[src/rtl/fixed_point_subtract_sequencer_if.sv]
// Operand request / result handshake bundle for the multi-precision subtract
// sequencer. The requester drives through master, the sequencer sits on slave.
interface fixed_point_subtract_sequencer_if #(
  parameter int N     = 32,
  parameter int WORDS = 4
);
  localparam int W = N * WORDS;

  logic         in_valid;
  logic         in_ready;
  logic [W-1:0] in_a;
  logic [W-1:0] in_b;
  logic         in_borrow;
  logic         out_valid;
  logic         out_ready;
  logic [W-1:0] out_diff;
  logic         out_borrow;
  logic         out_overflow;
  logic         out_zero;

  modport master (
    output in_valid, in_a, in_b, in_borrow, out_ready,
    input  in_ready, out_valid, out_diff, out_borrow, out_overflow, out_zero
  );

  modport slave (
    input  in_valid, in_a, in_b, in_borrow, out_ready,
    output in_ready, out_valid, out_diff, out_borrow, out_overflow, out_zero
  );
endinterface

[src/rtl/fixed_point_subtract_sequencer.sv]
// Multi-precision subtract controller: walks a WORDS*N-bit subtraction through
// one shared N-bit subtract datapath, least-significant word first, carrying
// the borrow between words, then presents difference and flags until taken.

// Shared N-bit subtractor: a - b - borrow_in, with borrow out.
module fixed_point_subtract_datapath #(
  parameter int    N         = 32,
  parameter string ALGORITHM = "RippleCarrySubtraction"
) (
  input  logic [N-1:0] i_a,
  input  logic [N-1:0] i_b,
  input  logic         i_borrow,
  output logic [N-1:0] o_diff,
  output logic         o_borrow
);
  generate
    if (ALGORITHM == "RippleCarrySubtraction") begin : g_ripple
      logic w_br;
      // Bit-serial borrow chain, one full subtractor per bit.
      always_comb begin
        // NOTE: every variable written here gets a value before any branch or
        // loop touches it, so no path can leave it holding an old value (latch).
        w_br   = i_borrow;
        o_diff = '0;
        for (int i = 0; i < N; i++) begin
          o_diff[i] = i_a[i] ^ i_b[i] ^ w_br;
          w_br      = (~i_a[i] & i_b[i]) | (~(i_a[i] ^ i_b[i]) & w_br);
        end
        o_borrow = w_br;
      end
    end else begin : g_behavioural
      logic [N:0] w_full;
      assign w_full   = {1'b0, i_a} - {1'b0, i_b} - {{N{1'b0}}, i_borrow};
      assign o_diff   = w_full[N-1:0];
      assign o_borrow = w_full[N];
    end
  endgenerate
endmodule

module fixed_point_subtract_sequencer #(
  parameter int    N         = 32,
  parameter int    WORDS     = 4,
  parameter string ALGORITHM = "RippleCarrySubtraction"
) (
  input  logic clk,
  input  logic rst_n,
  input  logic clear,
  output logic busy,
  fixed_point_subtract_sequencer_if.slave bus
);
  localparam int W  = N * WORDS;
  localparam int KW = (WORDS > 1) ? $clog2(WORDS) : 1;
  localparam logic [KW-1:0] K_LAST = KW'(WORDS - 1);

  typedef enum logic [1:0] {IDLE, RUN, DONE} state_t;

  state_t        r_state;
  state_t        w_next;
  logic [KW-1:0] r_k;
  logic [W-1:0]  r_a;
  logic [W-1:0]  r_b;
  logic [W-1:0]  r_diff;
  logic          r_brw;
  logic          r_overflow;
  logic          r_zero;

  logic [N-1:0]  w_a_word;
  logic [N-1:0]  w_b_word;
  logic [N-1:0]  w_d;
  logic          w_bout;

  assign w_a_word = r_a[r_k*N +: N];
  assign w_b_word = r_b[r_k*N +: N];

  fixed_point_subtract_datapath #(
    .N         (N),
    .ALGORITHM (ALGORITHM)
  ) u_datapath (
    .i_a      (w_a_word),
    .i_b      (w_b_word),
    .i_borrow (r_brw),
    .o_diff   (w_d),
    .o_borrow (w_bout)
  );

  // State register.
  always_ff @(posedge clk or negedge rst_n) begin
    // NOTE: sequential state uses non-blocking assignment so every flop
    // samples pre-edge values regardless of process ordering.
    if (!rst_n) r_state <= IDLE;
    else        r_state <= w_next;
  end

  // Next-state decode; clear overrides every transition.
  always_comb begin
    w_next = r_state;
    unique case (r_state)
      IDLE:    if (bus.in_valid)  w_next = RUN;
      RUN:     if (r_k == K_LAST) w_next = DONE;
      DONE:    if (bus.out_ready) w_next = IDLE;
      default: w_next = IDLE;
    endcase
    if (clear) w_next = IDLE;
  end

  // Operand capture, word-serial difference accumulation and flag capture.
  always_ff @(posedge clk or negedge rst_n) begin
    if (!rst_n) begin
      // NOTE: these are plain registers, not a memory array, so they take a
      // reset value and the outputs are defined straight out of reset.
      r_k        <= '0;
      r_a        <= '0;
      r_b        <= '0;
      r_diff     <= '0;
      r_brw      <= 1'b0;
      r_overflow <= 1'b0;
      r_zero     <= 1'b0;
    end else if (clear) begin
      r_k <= '0;
    end else begin
      case (r_state)
        IDLE: begin
          if (bus.in_valid) begin
            r_a   <= bus.in_a;
            r_b   <= bus.in_b;
            r_brw <= bus.in_borrow;
            r_k   <= '0;
          end
        end
        RUN: begin
          r_diff[r_k*N +: N] <= w_d;
          r_brw              <= w_bout;
          r_k                <= r_k + 1'b1;
          if (r_k == K_LAST) begin
            // Top word: sign bits of a, b and the fresh difference word.
            r_overflow <= (r_a[W-1] != r_b[W-1]) && (w_d[N-1] != r_a[W-1]);
            r_zero     <= (r_diff[W-N-1:0] == '0) && (w_d == '0);
          end
        end
        default: ;
      endcase
    end
  end

  assign bus.in_ready     = (r_state == IDLE);
  assign bus.out_valid    = (r_state == DONE);
  assign busy             = (r_state != IDLE);
  assign bus.out_diff     = r_diff;
  assign bus.out_borrow   = r_brw;
  assign bus.out_overflow = r_overflow;
  assign bus.out_zero     = r_zero;
endmodule

[src/flat_wrapper.sv]
// flat-port wrapper written by rule: the top's interface ports become plain ports
module fixed_point_subtract_sequencer_flat 
#(
  parameter int    N         = 32,
  parameter int    WORDS     = 4,
  parameter string ALGORITHM = "                      "
)
  (clk, rst_n, clear, busy, bus_in_valid, bus_in_a, bus_in_b, bus_in_borrow, bus_out_ready, bus_in_ready, bus_out_valid, bus_out_diff, bus_out_borrow, bus_out_overflow, bus_out_zero);
  fixed_point_subtract_sequencer_if #(.N(N), .WORDS(WORDS)) bus_i ();
  input  logic clk;
  input  logic rst_n;
  input  logic clear;
  output logic busy;
  input wire logic [$bits(bus_i.in_valid)-1:0] bus_in_valid;
  input wire logic [$bits(bus_i.in_a)-1:0] bus_in_a;
  input wire logic [$bits(bus_i.in_b)-1:0] bus_in_b;
  input wire logic [$bits(bus_i.in_borrow)-1:0] bus_in_borrow;
  input wire logic [$bits(bus_i.out_ready)-1:0] bus_out_ready;
  output wire logic [$bits(bus_i.in_ready)-1:0] bus_in_ready;
  output wire logic [$bits(bus_i.out_valid)-1:0] bus_out_valid;
  output wire logic [$bits(bus_i.out_diff)-1:0] bus_out_diff;
  output wire logic [$bits(bus_i.out_borrow)-1:0] bus_out_borrow;
  output wire logic [$bits(bus_i.out_overflow)-1:0] bus_out_overflow;
  output wire logic [$bits(bus_i.out_zero)-1:0] bus_out_zero;
  assign bus_i.in_valid = bus_in_valid;
  assign bus_i.in_a = bus_in_a;
  assign bus_i.in_b = bus_in_b;
  assign bus_i.in_borrow = bus_in_borrow;
  assign bus_i.out_ready = bus_out_ready;
  assign bus_in_ready = bus_i.in_ready;
  assign bus_out_valid = bus_i.out_valid;
  assign bus_out_diff = bus_i.out_diff;
  assign bus_out_borrow = bus_i.out_borrow;
  assign bus_out_overflow = bus_i.out_overflow;
  assign bus_out_zero = bus_i.out_zero;
  fixed_point_subtract_sequencer #(.N(N), .WORDS(WORDS), .ALGORITHM(ALGORITHM)) u_core (.clk(clk), .rst_n(rst_n), .clear(clear), .busy(busy), .bus(bus_i));
endmodule
[config.mk]
export PLATFORM = sky130hd
export DESIGN_NAME = fixed_point_subtract_sequencer_flat
export DESIGN_NICKNAME = d
export VERILOG_FILES = /design/src/rtl/fixed_point_subtract_sequencer_if.sv /design/src/rtl/fixed_point_subtract_sequencer.sv /design/src/flat_wrapper.sv
export SDC_FILE = /design/constraint.sdc
export NUM_CORES = 1
export LEC_CHECK = 0
export CORE_ASPECT_RATIO = 0.8
export CORE_MARGIN = 10
export CORE_UTILIZATION = 56
export DETAILED_ROUTE_END_ITERATION = 8
export HOLD_SLACK_MARGIN = 0.12
export MAX_ROUTING_LAYER = met4
export PLACE_DENSITY_LB_ADDON = 0.2
export SYNTH_ARGS = -nofsm -noshare
export SYNTH_HDL_FRONTEND = slang
export SYNTH_SLANG_ARGS = --single-unit
[constraint.sdc]
create_clock -name clk -period 11.05 [get_ports clk]
set_input_delay 2.21 -clock clk [delete_from_list [all_inputs] [get_ports clk]]
set_output_delay 2.21 -clock clk [all_outputs]
set_load 0.01 [all_outputs]
# Word level (Yosys, flattened, before mapping)
# Cells that the tools add are included.
[totals] register_bits=391 input_bits=262 output_inout_bits=134 word_cells=51
[op_classes] add_sub_neg=4 eq_ne=9 shifts=4 muxes=11 bitwise_logic=1 n_reduce_logical=14
[op_table] operator="128-bit by 8-bit indexed part select with 32-bit output" n=2
[op_table] operator="128-bit bitwise mux" n=1
[op_table] operator="32-bit by 34-bit variable shift with 128-bit output, first input constant" n=1
[op_table] operator="32-bit by 34-bit indexed part select with 128-bit output" n=1
[op_table] operator="96-bit logical NOT" n=1
[op_table] operator="7-bit negator with 34-bit output" n=1
[op_table] operator="32-bit by 32-bit subtractor with 33-bit output" n=1
[op_table] operator="33-bit by 1-bit subtractor with 33-bit output" n=1
[op_table] operator="32-bit logical NOT" n=1
[op_table] operator="2-bit 2-to-1 mux" n=6
[op_table] operator="3-bit AND reduction" n=4
[op_table] operator="3-bit inequality test, second input constant" n=2
[op_table] operator="2-bit one-hot mux with 3 select lines" n=1
[op_table] operator="2-bit == test, second input constant" n=2
[op_table] operator="2-bit one-hot mux with 2 select lines" n=1
[op_table] operator="2-bit AND reduction" n=2
[op_table] operator="2-bit nonzero test" n=2
[op_table] operator="3-bit by 2-bit inequality test with 1-bit output, second input constant" n=1
[op_table] operator="3-bit nonzero test" n=1
[op_table] operator="2-bit by 1-bit adder with 2-bit output, second input constant" n=1
[op_table] operator="2-bit by 1-bit == test with 1-bit output, second input constant" n=1
[op_table] operator="1-bit logical AND" n=2
[op_table] operator="2-bit logical NOT" n=1
[op_table] operator="1-bit inequality test" n=2
[op_table] operator="4 further kinds" n=4

# Depth between registers and ports, before layout
# Gate-level depths: netlist of run 1.
[logic_depth] word_depth=5 ltp_mapped=18 mapped_depth_nobuf=14

# Modules after synthesis
# A second synthesis of run 1 with hierarchy kept.
[unflattened] hier_cells=1666 area_unflattened_um2=19369.8
[modules_own_cells] mod="fixed_point_subtract_sequencer" n_inst=1 cells_per_inst=1265 area_each_um2=16683.5
[modules_own_cells] mod="fixed_point_subtract_datapath" n_inst=1 cells_per_inst=401 area_each_um2=2686.3

# Worst setup path before layout of run 1
# No wires, ideal clock.
[synth_timing] kind="reg2reg" from="register u_core.r_k[0]" to="register u_core.r_zero (netlist: u_core.bus.out_zero)" arrival_time_ns=5.103 required_time_ns=10.983 setup_slack_ns=5.879 stages_incl_launch_ff=18 path_buffers=4 synth_period_minus_slack_ns=5.171 cell_sequence="dfrtp_1 buf_6 clkbuf_1 buf_1 mux4_2 ha_1 inv_1 ha_1 clkbuf_1 nand4_1 nor3_1 or4b_1 o211ai_2 a31oi_1 xnor2_1 or4_1 nor4_1 a32o_1"
[synth_between] elab_chain_cells=5
[synth_lines] element="from (decl)" line="fixed_point_subtract_sequencer.sv:59" rtl="logic [KW-1:0] r_k;"
[synth_lines] element="from (signal assigned)" line="fixed_point_subtract_sequencer.sv:133" rtl="r_k <= r_k + 1'b1;"
[synth_lines] element="128-bit by 8-bit indexed part select with 32-bit output (on tied branches)" line="fixed_point_subtract_sequencer.sv:72, fixed_point_subtract_sequencer.sv:73"
[synth_lines] element="32-bit by 32-bit subtractor with 33-bit output" line="fixed_point_subtract_sequencer.sv:33" rtl="assign w_full = {1'b0, i_a} - {1'b0, i_b} - {{N{1'b0}}, i_borrow};"
[synth_lines] element="33-bit by 1-bit subtractor with 33-bit output" line="fixed_point_subtract_sequencer.sv:33"
[synth_lines] element="32-bit logical NOT" line="fixed_point_subtract_sequencer.sv:137" rtl="r_zero <= (r_diff[W-N-1:0] == '0) && (w_d == '0);"
[synth_lines] element="1-bit logical AND" line="fixed_point_subtract_sequencer.sv:137"
[synth_lines] element="to (signal assigned)" line="fixed_point_subtract_sequencer.sv:137"
[synth_lines] element="to (decl)" line="fixed_point_subtract_sequencer.sv:65" rtl="logic r_zero;"
# Parallel ways exist; a longest one is shown, timed or not.
# A chain may end at the register's enable or synchronous reset.

# Worst setup path in the final report of run 1
[layout_timing] from="register u_core.r_k[0]" to="register u_core.r_diff[30] (netlist: u_core.bus.out_diff[30])"
[layout_between] elab_chain_cells=5
[layout_lines] element="128-bit by 8-bit indexed part select with 32-bit output (on tied branches)" line="fixed_point_subtract_sequencer.sv:72, fixed_point_subtract_sequencer.sv:73"
[layout_lines] element="32-bit by 32-bit subtractor with 33-bit output" line="fixed_point_subtract_sequencer.sv:33"
[layout_lines] element="33-bit by 1-bit subtractor with 33-bit output" line="fixed_point_subtract_sequencer.sv:33"
[layout_lines] element="32-bit by 34-bit indexed part select with 128-bit output" line="fixed_point_subtract_sequencer.sv:131" rtl="r_diff[r_k*N +: N] <= w_d;"
[layout_lines] element="128-bit bitwise mux (*)" line="fixed_point_subtract_sequencer.sv:131"
[layout_lines] element="to (signal, indexed assignment)" line="fixed_point_subtract_sequencer.sv:131"
[layout_lines] element="to (decl)" line="fixed_point_subtract_sequencer.sv:62" rtl="logic [W-1:0] r_diff;"
# Mark *: on every way between the ends. The rest lies on a longest branch, timed or not.

==> results of run 1 <==
[area by class of cell]
cell class | count | area [um^2]
antenna | 17 | 42.5
tap | 427 | 534
inverter | 104 | 390
clock inverter | 14 | 134
timing repair buffer | 407 | 4070
fill | 2180 | 8330
clock buffer | 59 | 1200
sequential | 391 | 9790
multi-input combinational | 862 | 8130
[how the worst max path moves through the flow]
stage,start,end,slack (ns)
floorplan,u_core.r_k[0],u_core.bus.out_zero,5.88
global route,u_core.r_k[0],u_core.bus.out_borrow,4.79
CTS,u_core.r_k[0],u_core.bus.out_borrow,5.23
detailed placement,clear,u_core.bus.out_diff[70],5.21
global placement,u_core.r_k[0],u_core.bus.out_zero,5.34
finish,u_core.r_k[0],u_core.bus.out_diff[30],5.18
[metrics by stage]
step	total power (uW)	instance area, um^2	setup slack [ns]	hold slack [ns]	cells
6_report	5400	24300	5.18	0.480	2281
5_1_grt	5660	24300	4.79	0.505	2281
4_1_cts	5380	24300	5.23	0.482	2264
3_5_place_dp	4020	22900	5.21	0.469	2191
3_3_place_gp	3970	22900	5.34	0.464	2191
2_1_floorplan	3110	18600	5.88	0.475	1427
[worst register-to-register path: stages, from the launching register on]
cell      delay [ns]
dfrtp_4         0.99
buf_4           0.72
mux4_2          0.59
ha_1            0.29
inv_1           0.04
ha_1            0.36
a21oi_1         0.26
o21ai_0         0.18
a221o_1         0.41
or4_1           0.41
o21ai_1         0.25
o311ai_0        0.25
a21oi_1         0.25
xor2_1          0.51
o21ai_0         0.22
[synth_stat cells (5+ instances only)]
library cell / n / share of area [%]
or3_1: 7 / 0.24
a22o_1: 76 / 3.6
a21oi_1: 38 / 1.0
o21ai_0: 76 / 2.1
inv_1: 104 / 2.1
a31oi_1: 6 / 0.20
dfrtp_1: 391 / 53
mux2_2: 256 / 16
nand4_1: 12 / 0.40
nor2b_1: 5 / 0.17
nand2b_1: 6 / 0.20
nor2_1: 26 / 0.53
and3_1: 6 / 0.20
a21o_1: 10 / 0.40
clkbuf_1: 64 / 1.3
mux4_2: 64 / 7.8
nor4_1: 26 / 0.88
xnor2_1: 12 / 0.57
nand2_1: 83 / 1.7
buf_1: 5 / 0.10
xor2_1: 13 / 0.61
ha_1: 66 / 4.5
nor3_1: 13 / 0.35
[routing by layer]
layer / vias up / GRT usage, %
met5: - / -
met4: 0 / 5.77
met3: 75 / 7.76
li1: 6008 / -
met2: 607 / 43.0
met1: 6966 / 36.1
[flip-flops by register name (all words and copies together) (netlist names)]
name,count
u_core.bus.out_zero,1
u_core.bus.out_overflow,1
u_core.bus.out_diff,128
u_core.r_state,2
u_core.r_a,128
u_core.r_k,2
u_core.r_b,128
u_core.bus.out_borrow,1
[cell families after synthesis]
logic type | synth area share [%]
AOI/OAI and AO/OA | 8.98
xor gates and xnor gates | 1.18
adders and majority gates | 4.67
buffers and inverters | 3.56
DFF | 52.7
muxes | 23.4
and+or+nand+nor | 5.50
[power by group]
group	total, uW	switching (uW)	leakage, uW	internal [uW]
combinational	2180	1310	0.00480	874
clock	1360	573	0.000661	784
sequential	1860	181	0.00486	1680
==> metrics, run 1 <==
status complete, no violations; Levels on crit path 14; max-slew violations 0; GPL Wtd Cong 0.901; DR WL/cell 24.7 um; min Tclk post-route 5.87 ns; flops & latches, synth 391; Clock Skews 0.0202 ns; post_cts resized 0; Via Count 13.7k; Power Dens Cells 222 mW/mm^2; FF-to-FF Start u_core.r_k[0]; period utilization 53.2%; DPL Wire Length 42500 um; clk sinks 391; Reg-to-Reg End u_core.bus.out_diff[30]; Cell Chain, Critical Path buf_4 > mux4_2 > ha_1 > inv_1 > ha_1 > a21oi_1 > o21ai_0 > a221o_1 > or4_1 > o21ai_1 > o311ai_0 > a21oi_1 > xor2_1 > o21ai_0; GRT overflow 0; Pre-Repair DR Iteration Count 6; wire length on met2 26800 um; Final setup viols 0; met3 wire len 4950 um; post-synthesis cell area 0.0186 mm^2; post-synth net total 1757; postcts setup bufs 0; syn_area_per_cell 13.0 um^2; initial core utilization 56.9%; highest metal used met4; Hold Crit Endpoint u_core.bus.out_diff[98]; post-cts hold buffer count 0; CP required 11.44 ns; Antenna Violating Nets Remaining 0; pin count of the biggest net entering global routing 170; Slew Limit Headroom 18.5%; GRT Total Usage 27.7%; share of cells above drive strength 1 22.3%; commonest non-fill, non-tap cell in the layout clkdlybuf4s50_1; Synth async-reset ratio 100%; Critical-path top delay cell dfrtp_4; Cell variety after synth 57; Vias/cell 5.99; Max Fclk 170 MHz; die area 0.0409 mm^2; CP bufs+invs 2; RSZ-0062 raised after global routing no; total negative slack 0 ns; synthesized instance count 1427; Post-synth EDFFs 0; Syn. warnings 0; num ports 396; later-pin clock latency in the skew report 0.56 ns; sequential-to-total area share from yosys stat 52.7%; Worst Path Arrival 6.26 ns; 1st-iter DRT viols 1452; clk buf depth 3; met1 wire length 23600 um; WHS Path Cells 2; Worst Hold Launch u_core.bus.out_diff[98]; Layout area overhead 31.0%; critical path class register to register; commonest non-fill, non-tap cells in the layout clkdlybuf4s50_1, dfrtp_1, mux2_2; H-tree Lvls 2; DR DRC count 0; core area 0.0326 mm^2; HP Class register to register; row count 59; CTS tree built; first-pass GRT wire length 86500 um; Setup crit start kind register; delay-heaviest family, CP compound AO/OA/AOI/OAI gates; final net count 2136; chip height 183 um; initial antenna violation count 17; CP max stage delay 0.99 ns; vias in the first global route 14.4k; DIE WIDTH 223 um; Max IR drop VDD 0.149 mV; MaxCap Viol Count 0; Worst R2R Setup Slack 5.18 ns; IO Port Bufs 395; crit-path max FO 45; final core occ 74.5%; CP Capture Type register; Worst R2R Path Depth 14; worst slew pin tran 1.22 ns; TritonCTS Buffers 40; clock slew at reported path FFs 0.06 ns; Hold Vio Cnt, Final 0; LEAKAGE 0.0103 uW; Synth Flop Type dfrtp_1; wirelength, routed 56400 um; CTS Root Cell clkbuf_16
Note: power is estimated with default switching activity, not from simulation.
==> run 2: changes to the inputs <==
--- a/config.mk
+++ b/config.mk
@@ -7,7 +7,7 @@
 export LEC_CHECK = 0
 export CORE_ASPECT_RATIO = 0.8
 export CORE_MARGIN = 10
-export CORE_UTILIZATION = 56
+export CORE_UTILIZATION = 47
 export DETAILED_ROUTE_END_ITERATION = 8
 export HOLD_SLACK_MARGIN = 0.12
 export MAX_ROUTING_LAYER = met4
==> constraint.sdc (replaced) <==
create_clock -name clk -period 4.9 [get_ports clk]
set_input_delay 0.98 -clock clk [delete_from_list [all_inputs] [get_ports clk]]
set_output_delay 0.98 -clock clk [all_outputs]
set_load 0.01 [all_outputs]
==> metrics, run 2 (synthesis gave the netlist of run 1 again) <==
status complete, no violations (unchanged); area of the multi-input gates 0.00817 mm^2 (was 0.00813 mm^2); wire length on met2 26400 um (was 26800 um); Worst Path Arrival 5.13 ns (was 6.26 ns); 1st-iter DRT viols 932 (was 1452); clk buf depth 3 (unchanged); row count 65 (was 59); H-tree Lvls 2 (unchanged); Setup crit start kind register (unchanged); post-cts hold buffer count 0 (unchanged); max-slew violations 0 (unchanged); HP Class register to register (unchanged); Worst R2R Path Depth 13 (was 14); Hold Vio Cnt, Final 0 (unchanged); Slew Limit Headroom 34.6% (was 18.5%); Cell Chain, Critical Path buf_12 > mux4_2 > fa_1 > fa_2 > nor3b_1 > o211ai_1 > a31oi_2 > a21oi_1 > or3_1 > a2111oi_1 > o2111ai_1 > nor4_1 > a32o_1 (was buf_4 > mux4_2 > ha_1 > inv_1 > ha_1 > a21oi_1 > o21ai_0 > a221o_1 > or4_1 > o21ai_1 > o311ai_0 > a21oi_1 > xor2_1 > o21ai_0); commonest non-fill, non-tap cell in the layout clkdlybuf4s50_1 (unchanged); CTS tree built (unchanged); min Tclk post-route 4.66 ns (was 5.87 ns); Max IR drop VDD 0.337 mV (was 0.149 mV); number of fill cells 3135 (was 2180); Vias/cell 5.61 (was 5.99); commonest non-fill, non-tap cells in the layout clkdlybuf4s50_1, dfrtp_1, mux2_2 (unchanged); LEAKAGE 0.0105 uW (was 0.0103 uW); initial antenna violation count 14 (was 17); GRT Total Usage 24.8% (was 27.7%); TritonCTS Buffers 40 (unchanged); Final setup viols 0 (unchanged); highest metal used met4 (unchanged); Seq. cell area 0.00979 mm^2 (unchanged); CP required 5.37 ns (was 11.44 ns); GRT overflow 0 (unchanged); DIE WIDTH 242 um (was 223 um); Max Fclk 215 MHz (was 170 MHz); core area 0.0392 mm^2 (was 0.0326 mm^2); final std cells w/o fill 2421 (was 2281); Via Count 13.6k (was 13.7k); DR DRC count 0 (unchanged); met1 wire length 26200 um (was 23600 um); Critical-path top delay cell mux4_2 (was dfrtp_4); period utilization 95.1% (was 53.2%); clk sinks 391 (unchanged); Reg-to-Reg End u_core.bus.out_zero (was u_core.bus.out_diff[30]); pin count of the biggest net entering global routing 125 (was 170); CP max stage delay 0.54 ns (was 0.99 ns); worst slew pin tran 0.981 ns (was 1.22 ns); FF-to-FF Start u_core.r_k[0] (unchanged); wirelength, routed 58300 um (was 56400 um); initial core utilization 47.3% (was 56.9%); CP endpoint u_core.bus.out_zero (was u_core.bus.out_diff[30]); critical path class register to register (unchanged); CTS Root Cell clkbuf_16 (unchanged); Antenna Violating Nets Remaining 0 (unchanged); Clock Skews 0.0238 ns (was 0.0202 ns); post_cts resized 1 (was 0); Pre-Repair DR Iteration Count 5 (was 6); met3 wire len 4740 um (was 4950 um); Worst R2R Setup Slack 0.24 ns (was 5.18 ns); GPL Wtd Cong 0.883 (was 0.901); final net count 2171 (was 2136); crit-path max FO 12 (was 45); vias in the first global route 14.3k (was 14.4k); num ports 396 (unchanged); final core occ 63.3% (was 74.5%); MaxCap Viol Count 0 (unchanged); total negative slack 0 ns (unchanged); IO Port Bufs 395 (unchanged); DPL Wire Length 45000 um (was 42500 um); RSZ-0062 raised after global routing no (unchanged); postcts setup bufs 0 (unchanged); Layout area overhead 33.8% (was 31.0%); die area 0.0479 mm^2 (was 0.0409 mm^2); chip height 198 um (was 183 um); start point of the critical path u_core.r_k[0] (unchanged); DR WL/cell 24.1 um (was 24.7 um); share of cells above drive strength 1 23.9% (was 22.3%); CP Capture Type register (unchanged); first-pass GRT wire length 89400 um (was 86500 um); clock slew at reported path FFs 0.06 ns (about the same); Power Dens Cells 506 mW/mm^2 (was 222 mW/mm^2); placed instance count 2335 (was 2191); later-pin clock latency in the skew report 0.56 ns (about the same)
-- run 2: cell count changes in the layout (fill, tap and decap cells not counted), sizes merged --
cell and delta:
clkinv -2, diode -2, bufinv +3, buf +35
clkinvlp -1, clkbuf -2
-- run 2: per-layer routing --
metal | vias to the layer above | GRT usage (%)
met5 | - | -
met4 | 0 | 4.98
met3 | 64 | 6.92
met2 | 516 | 37.0
met1 | 6929 | 33.6
li1 | 6082 | -
-- run 2: critical path: cells and delay by family (launching register included) --
kind	cells	cell delay, ns
AOI/OAI and AO/OA	6	1.57
adders and majority gates	2	0.90
muxes	1	0.54
and+or+nand+nor	3	0.86
DFF	1	0.52
buffers and inverters	1	0.19
-- run 2: how the worst min path moves through the flow --
stage                                to  slack [ns]  cells after the start                      from
3_5_place_dp   u_core.bus.out_diff[121]        0.48                      2  u_core.bus.out_diff[121]
2_1_floorplan            u_core.r_a[64]        0.48                      1            u_core.r_a[64]
5_1_grt                  u_core.r_a[20]        0.51                      1            u_core.r_a[20]
6_report       u_core.bus.out_diff[113]        0.50                      2  u_core.bus.out_diff[113]
3_3_place_gp    u_core.bus.out_overflow        0.46                      2   u_core.bus.out_overflow
4_1_cts        u_core.bus.out_diff[121]        0.49                      2  u_core.bus.out_diff[121]
-- run 2: layout make-up --
type                       instances  area share (%)
antenna                           15           0.151
tap                              536            2.70
timing repair buffer             442            17.8
sequential                       391            39.5
clock buffer                      57            4.66
inverter                         104            1.57
clock inverter                    14           0.726
multi-input combinational        862            32.9
-- run 2: per-stage QoR --
stage / area [um^2] / hold slack (ns) / setup WS (ns) / total power [uW]
6_report: 24800 / 0.497 / 0.241 / 12500
5_1_grt: 24800 / 0.514 / 0.00419 / 13300
4_1_cts: 24700 / 0.494 / 0.0692 / 12500
3_5_place_dp: 23400 / 0.480 / 0.00204 / 9380
3_3_place_gp: 23400 / 0.464 / 0.0699 / 9320
2_1_floorplan: 18600 / 0.475 / -0.0235 / 7020
-- run 2: power breakdown --
| group | switching [uW] | internal, uW |
|---|---|---|
| Combinational | 3010 | 2240 |
| Clock | 1270 | 1860 |
| Sequential | 389 | 3790 |
